**src/rtl/axil2iob.sv**
```systemverilog
// AXI-Lite slave to IOb master bridge: one-entry AW/W/AR holding buffers feeding a
// single-outstanding IOb request FSM with round-robin write/read arbitration.
module axil2iob #(
    parameter int AXIL_ADDR_W = 32,
    parameter int AXIL_DATA_W = 32,
    parameter int ADDR_W      = 32,
    parameter int DATA_W      = 32
) (
    input  logic                     clk_i,
    input  logic                     cke_i,
    input  logic                     arst_i,
    input  logic                     axil_awvalid_i,
    output logic                     axil_awready_o,
    input  logic [AXIL_ADDR_W-1:0]   axil_awaddr_i,
    input  logic [2:0]               axil_awprot_i,
    input  logic                     axil_wvalid_i,
    output logic                     axil_wready_o,
    input  logic [AXIL_DATA_W-1:0]   axil_wdata_i,
    input  logic [AXIL_DATA_W/8-1:0] axil_wstrb_i,
    output logic                     axil_bvalid_o,
    input  logic                     axil_bready_i,
    output logic [1:0]               axil_bresp_o,
    input  logic                     axil_arvalid_i,
    output logic                     axil_arready_o,
    input  logic [AXIL_ADDR_W-1:0]   axil_araddr_i,
    input  logic [2:0]               axil_arprot_i,
    output logic                     axil_rvalid_o,
    input  logic                     axil_rready_i,
    output logic [AXIL_DATA_W-1:0]   axil_rdata_o,
    output logic [1:0]               axil_rresp_o,
    output logic                     iob_avalid_o,
    output logic [ADDR_W-1:0]        iob_addr_o,
    output logic [DATA_W-1:0]        iob_wdata_o,
    output logic [DATA_W/8-1:0]      iob_wstrb_o,
    input  logic                     iob_ready_i,
    input  logic                     iob_rvalid_i,
    input  logic [DATA_W-1:0]        iob_rdata_i
);

    localparam int MAP_W = (ADDR_W < AXIL_ADDR_W) ? ADDR_W : AXIL_ADDR_W;

    typedef enum logic [2:0] {IDLE, WR_REQ, WR_RESP, RD_REQ, RD_WAIT, RD_RESP} state_t;

    state_t state, next_state;

    logic                   aw_held, w_held, ar_held, last_wr;
    logic [AXIL_ADDR_W-1:0] aw_addr, ar_addr;
    logic [DATA_W-1:0]      w_data, rdata_q;
    logic [DATA_W/8-1:0]    w_strb;
    logic [ADDR_W-1:0]      aw_map, ar_map;

    logic aw_hs, w_hs, ar_hs;
    logic clr_wr, clr_rd, set_last_wr, clr_last_wr, cap_rdata;
    logic wr_rdy, rd_rdy, pick_wr;

    logic unused;
    assign unused = ^{axil_awprot_i, axil_arprot_i};

    // Ready depends only on the holding flags (and reset), never on any valid input.
    assign axil_awready_o = !aw_held && !arst_i;
    assign axil_wready_o  = !w_held  && !arst_i;
    assign axil_arready_o = !ar_held && !arst_i;

    assign aw_hs = axil_awvalid_i && axil_awready_o;
    assign w_hs  = axil_wvalid_i  && axil_wready_o;
    assign ar_hs = axil_arvalid_i && axil_arready_o;

    always_comb begin
        aw_map = '0;
        ar_map = '0;
        aw_map[MAP_W-1:0] = aw_addr[MAP_W-1:0];
        ar_map[MAP_W-1:0] = ar_addr[MAP_W-1:0];
    end

    always_ff @(posedge clk_i or posedge arst_i) begin
        if (arst_i) begin
            state <= IDLE;
        end else if (cke_i) begin
            state <= next_state;
        end
    end

    assign wr_rdy  = aw_held && w_held;
    assign rd_rdy  = ar_held;
    assign pick_wr = wr_rdy && (!rd_rdy || !last_wr);

    always_comb begin
        next_state  = state;
        clr_wr      = 1'b0;
        clr_rd      = 1'b0;
        set_last_wr = 1'b0;
        clr_last_wr = 1'b0;
        cap_rdata   = 1'b0;
        case (state)
            IDLE: begin
                if (pick_wr) begin
                    // All-zero strobe: nothing to write, answer the master directly.
                    if (w_strb == '0) begin
                        next_state = WR_RESP;
                        clr_wr     = 1'b1;
                    end else begin
                        next_state = WR_REQ;
                    end
                end else if (rd_rdy) begin
                    next_state = RD_REQ;
                end
            end
            WR_REQ: begin
                if (iob_ready_i) begin
                    next_state  = WR_RESP;
                    clr_wr      = 1'b1;
                    set_last_wr = 1'b1;
                end
            end
            WR_RESP: begin
                if (axil_bready_i) next_state = IDLE;
            end
            RD_REQ: begin
                if (iob_ready_i) begin
                    next_state  = RD_WAIT;
                    clr_rd      = 1'b1;
                    clr_last_wr = 1'b1;
                end
            end
            RD_WAIT: begin
                if (iob_rvalid_i) begin
                    next_state = RD_RESP;
                    cap_rdata  = 1'b1;
                end
            end
            RD_RESP: begin
                if (axil_rready_i) next_state = IDLE;
            end
            default: next_state = IDLE;
        endcase
    end

    always_comb begin
        iob_avalid_o  = 1'b0;
        iob_addr_o    = '0;
        iob_wdata_o   = '0;
        iob_wstrb_o   = '0;
        axil_bvalid_o = 1'b0;
        axil_rvalid_o = 1'b0;
        case (state)
            WR_REQ: begin
                iob_avalid_o = 1'b1;
                iob_addr_o   = aw_map;
                iob_wdata_o  = w_data;
                iob_wstrb_o  = w_strb;
            end
            RD_REQ: begin
                iob_avalid_o = 1'b1;
                iob_addr_o   = ar_map;
            end
            WR_RESP: axil_bvalid_o = 1'b1;
            RD_RESP: axil_rvalid_o = 1'b1;
            default: ;
        endcase
    end

    assign axil_bresp_o = '0;
    assign axil_rresp_o = '0;
    assign axil_rdata_o = rdata_q;

    // Capture and clear never coincide: capture needs the flag low, clear needs it high.
    always_ff @(posedge clk_i or posedge arst_i) begin
        if (arst_i) begin
            aw_held <= 1'b0;
            w_held  <= 1'b0;
            ar_held <= 1'b0;
            last_wr <= 1'b0;
            aw_addr <= '0;
            ar_addr <= '0;
            w_data  <= '0;
            w_strb  <= '0;
            rdata_q <= '0;
        end else if (cke_i) begin
            if (aw_hs) begin
                aw_addr <= axil_awaddr_i;
                aw_held <= 1'b1;
            end else if (clr_wr) begin
                aw_held <= 1'b0;
            end
            if (w_hs) begin
                w_data <= axil_wdata_i;
                w_strb <= axil_wstrb_i;
                w_held <= 1'b1;
            end else if (clr_wr) begin
                w_held <= 1'b0;
            end
            if (ar_hs) begin
                ar_addr <= axil_araddr_i;
                ar_held <= 1'b1;
            end else if (clr_rd) begin
                ar_held <= 1'b0;
            end
            if (set_last_wr) begin
                last_wr <= 1'b1;
            end else if (clr_last_wr) begin
                last_wr <= 1'b0;
            end
            if (cap_rdata) rdata_q <= iob_rdata_i;
        end
    end

endmodule
```
**config.mk**
```make
export PLATFORM = sky130hd
export DESIGN_NAME = axil2iob
export DESIGN_NICKNAME = d
export VERILOG_FILES = /design/src/rtl/axil2iob.sv
export SDC_FILE = /design/constraint.sdc
export NUM_CORES = 1
export LEC_CHECK = 0
export BUFFER_PORTS_ARGS = -buffer_cell sky130_fd_sc_hd__buf_2
export CORE_MARGIN = 3
export CORE_UTILIZATION = 50
export CTS_CLUSTER_SIZE = 25
export DETAILED_ROUTE_END_ITERATION = 8
export GPL_TIMING_DRIVEN = 0
export PLACE_DENSITY = 0.82
export SLEW_MARGIN = 40
export SYNTH_ARGS = -nofsm -noshare
export SYNTH_HDL_FRONTEND = slang
export SYNTH_SLANG_ARGS = --single-unit
```
**constraint.sdc**
```tcl
create_clock -name clk_i -period 13.95 [get_ports clk_i]
set_clock_uncertainty 0.15 [all_clocks]
set_input_delay 2.0925 -clock clk_i [delete_from_list [all_inputs] [get_ports clk_i]]
set_output_delay 2.0925 -clock clk_i [all_outputs]
set_load 0.005 [all_outputs]
```
==> summary.md <==
| Metric | Value |
|---|---|
| Final Setup Violations | `0` |
| Die area | `13800 um^2` |
| Post-Syn Area | `between 6000 and 7000 um^2` |
| Tmin final | `4.72 ns` |
| Resize count post-CTS | `0` |
| Part of the cycle the worst path needs | `0.339` |
| MaxCap Viol Count | `0` |
| EDFF count, synth | `0` |
| Area leader, netlist | `dfrtp_1` |
| Initial antenna violation count | `0` |
| TritonCTS clock tree | `built` |
| 1st-iter DRT viols | `192` |
| Outcome | `completed` |
| Average wire per standard cell | `17.3 um` |
| Power Dens Cells | `approximately 210 nW/um^2` |
| Setup TNS | `0 ns` |
| RSZ-0062 raised after global routing | `false` |
| Post-route cell area | `8220 um^2` |
| Gr ovfl total | `0` |
| Static leakage | `0.00438 uW` |
| Clock Sinks | `139` |
| Multi-input logic area | `approximately 2500 um^2` |
| Largest cells by area after synthesis | `dfrtp_1, mux2_2, mux2i_1` |
| Top cell type's share of synthesized area | `0.561` |
| Crit Path Category | `primary input to primary output` |
| Max IR drop VDD | `0.108 mV` |
| Hold-fix buffers, CTS | `0` |
| Die span in x | `117 um` |
| DP Area | `between 7000 and 8000 um^2` |
| Root buffer cell | `clkbuf_16` |
| Mapped Cells | `456` |
| Fmax | `0.212 GHz` |
| Final Max Tran Viols | `0` |
| Max Root-Sink Buffers | `2` |
| Library cells used by synthesis | `35` |
| Syn Area/Cell | `13.6 um^2` |
| DRC viols | `0` |
| Post-DRT Antenna Nets | `0` |
| Worst-skew pair later-pin latency | `0.41 ns` |
| Total power | `between 1500 and 2000 uW` |
| Vias | `4614` |
| HP Class | `register to register` |
| Dominant synthesized flop cell | `dfrtp_1` |
| Htree depth | `4` |
| Crit path max fanout | `4` |
| Row count | `40` |
| Number of top-level pins | `around 260` |
| Final nets | `874` |
| CP startpoint kind | `primary input` |
| Final core occ | `0.681` |
| Slew headroom | `0.615` |
| Seq/Total Area, Yosys | `0.561` |
| Yosys reg bits | `139` |
| Gr usage total | `0.233` |
| DRT Pass-1 Iters | `4` |
| FILL cells | `947` |
| Clock transition at path regs | `0.05 ns` |
| First-pass GRT wire length | `25500 um` |
| CTS Buf Count | `17` |
| Final hold violations | `0` |
| ANT cells | `0` |
| Pin count of the biggest net entering global routing | `51` |
| Storage cell area | `3480 um^2` |
| Routed WL | `15600 um` |
| Ys async rst share | `1.00` |
| Die H | `117 um` |
| Area grow syn2layout | `32.6%` |
| Via/cell ratio | `5.10` |
| Setup crit end kind | `primary output` |
| HPWL after DPL | `~12000 um` |
| Setup bufs post-CTS | `0` |
| GP Congestion | `0.826` |
| Vias in the first global route | `5074` |
| YS warnings | `0` |
| Layout cells sized above 1 | `0.596` |
| Worst EP required | `11.71 ns` |
| WHS | `0.347 ns` |
| Initial core utilization | `0.514` |
| Worst-margin pin slew | `a little under 0.6 ns` |
| CP Data Arrival Time | `2.48 ns` |
| Total core area | `~12000 um^2` |
| IO buf count | `246` |
## routing by layer
metal | wire [um] | GRT usage
met1 | 5990 | 0.265
met5 | 0 | 0
met3 | 961 | 0.0694
met2 | 8220 | 0.407
met4 | 439 | 0.103
## flip-flops by register name, indices dropped and copies added (netlist names)
| name | flops |
|---|---|
| ar_addr | 32 |
| ar_held | 1 |
| aw_addr | 32 |
| aw_held | 1 |
| axil_rdata_o | 32 |
| last_wr | 1 |
| state | 3 |
| w_data | 32 |
| w_held | 1 |
| w_strb | 4 |
## kinds of logic after synthesis
logic type / after synthesis / share of synthesized area
muxes: 166 / 0.295
DFF: 139 / 0.561
and+or+nand+nor: 97 / 0.0894
buffers and inverters: 40 / 0.0410
AOI/OAI and AO/OA: 13 / 0.0131
other: 1 / 0.000605
## cell usage after synthesis (4+ instances only)
library cell and count:
clkbuf_1 9, mux2_2 132, buf_2 9, nand3_1 4, mux2i_1 33, buf_4 8
buf_6 8, dfrtp_1 139, o21ai_0 5, nor2_1 37, inv_1 4, and3_1 35
nand2_1 5
## area by class of cell
type,instances,area share
sequential,139,0.423
multi-input combinational,280,0.302
timing repair buffer,248,0.156
clock buffer,26,0.0595
buffer,36,0.0291
tap,168,0.0256
inverter,4,0.00274
clock inverter,3,0.00183
## path summary, 6_finish.rpt
path                       slack [ns]             from         endpoint  cells past startpoint
setup / recovery                 9.23           arst_i   axil_awready_o                      3
hold / removal                   0.35  axil_rdata_o[1]  axil_rdata_o[1]                      1
setup reg to reg                12.12          ar_held       ar_addr[1]                      3
hold reg to reg                  0.35  axil_rdata_o[1]  axil_rdata_o[1]                      1
max in group asynchronous       11.54           arst_i      aw_addr[23]                      3
min in group asynchronous        1.55           arst_i       w_data[27]                      2
## stage by stage
step                      instances  setup WS [ns]
final                           904           9.23
after global routing            904           9.20
after CTS                       904           9.22
after detailed placement        875           9.22
after global placement          873           6.17
after floorplan                 459           7.50
## critical path, stage by stage
cell and delay (ns):
buf_2 0.15, nor2_1 0.11, buf_2 0.13
## power breakdown
| group | internal [uW] | switching [uW] |
|---|---|---|
| Clock | 237 | 152 |
| Sequential | 603 | 111 |
| Combinational | 345 | 281 |
| Total | 1180 | 544 |
## cell usage in the layout, fill, tap and decap left out, types with 2 or more instances in the layout
cell and n:
nor3b_4 2, clkbuf_16 17, buf_2 255, nand3_1 4, nand2_1 5, nand2b_1 2
clkbuf_2 2, buf_6 8, clkinv_2 3, inv_1 3, mux2_2 132, dfrtp_1 139
clkbuf_1 15, and3_1 35, clkbuf_8 3, o21bai_1 2, nor2_1 37, conb_1 4
mux2i_1 33, a21oi_1 2, o21ai_0 5, buf_4 8, buf_16 2, nand4_1 2
No activity file was read; power rests on OpenSTA's default activity.
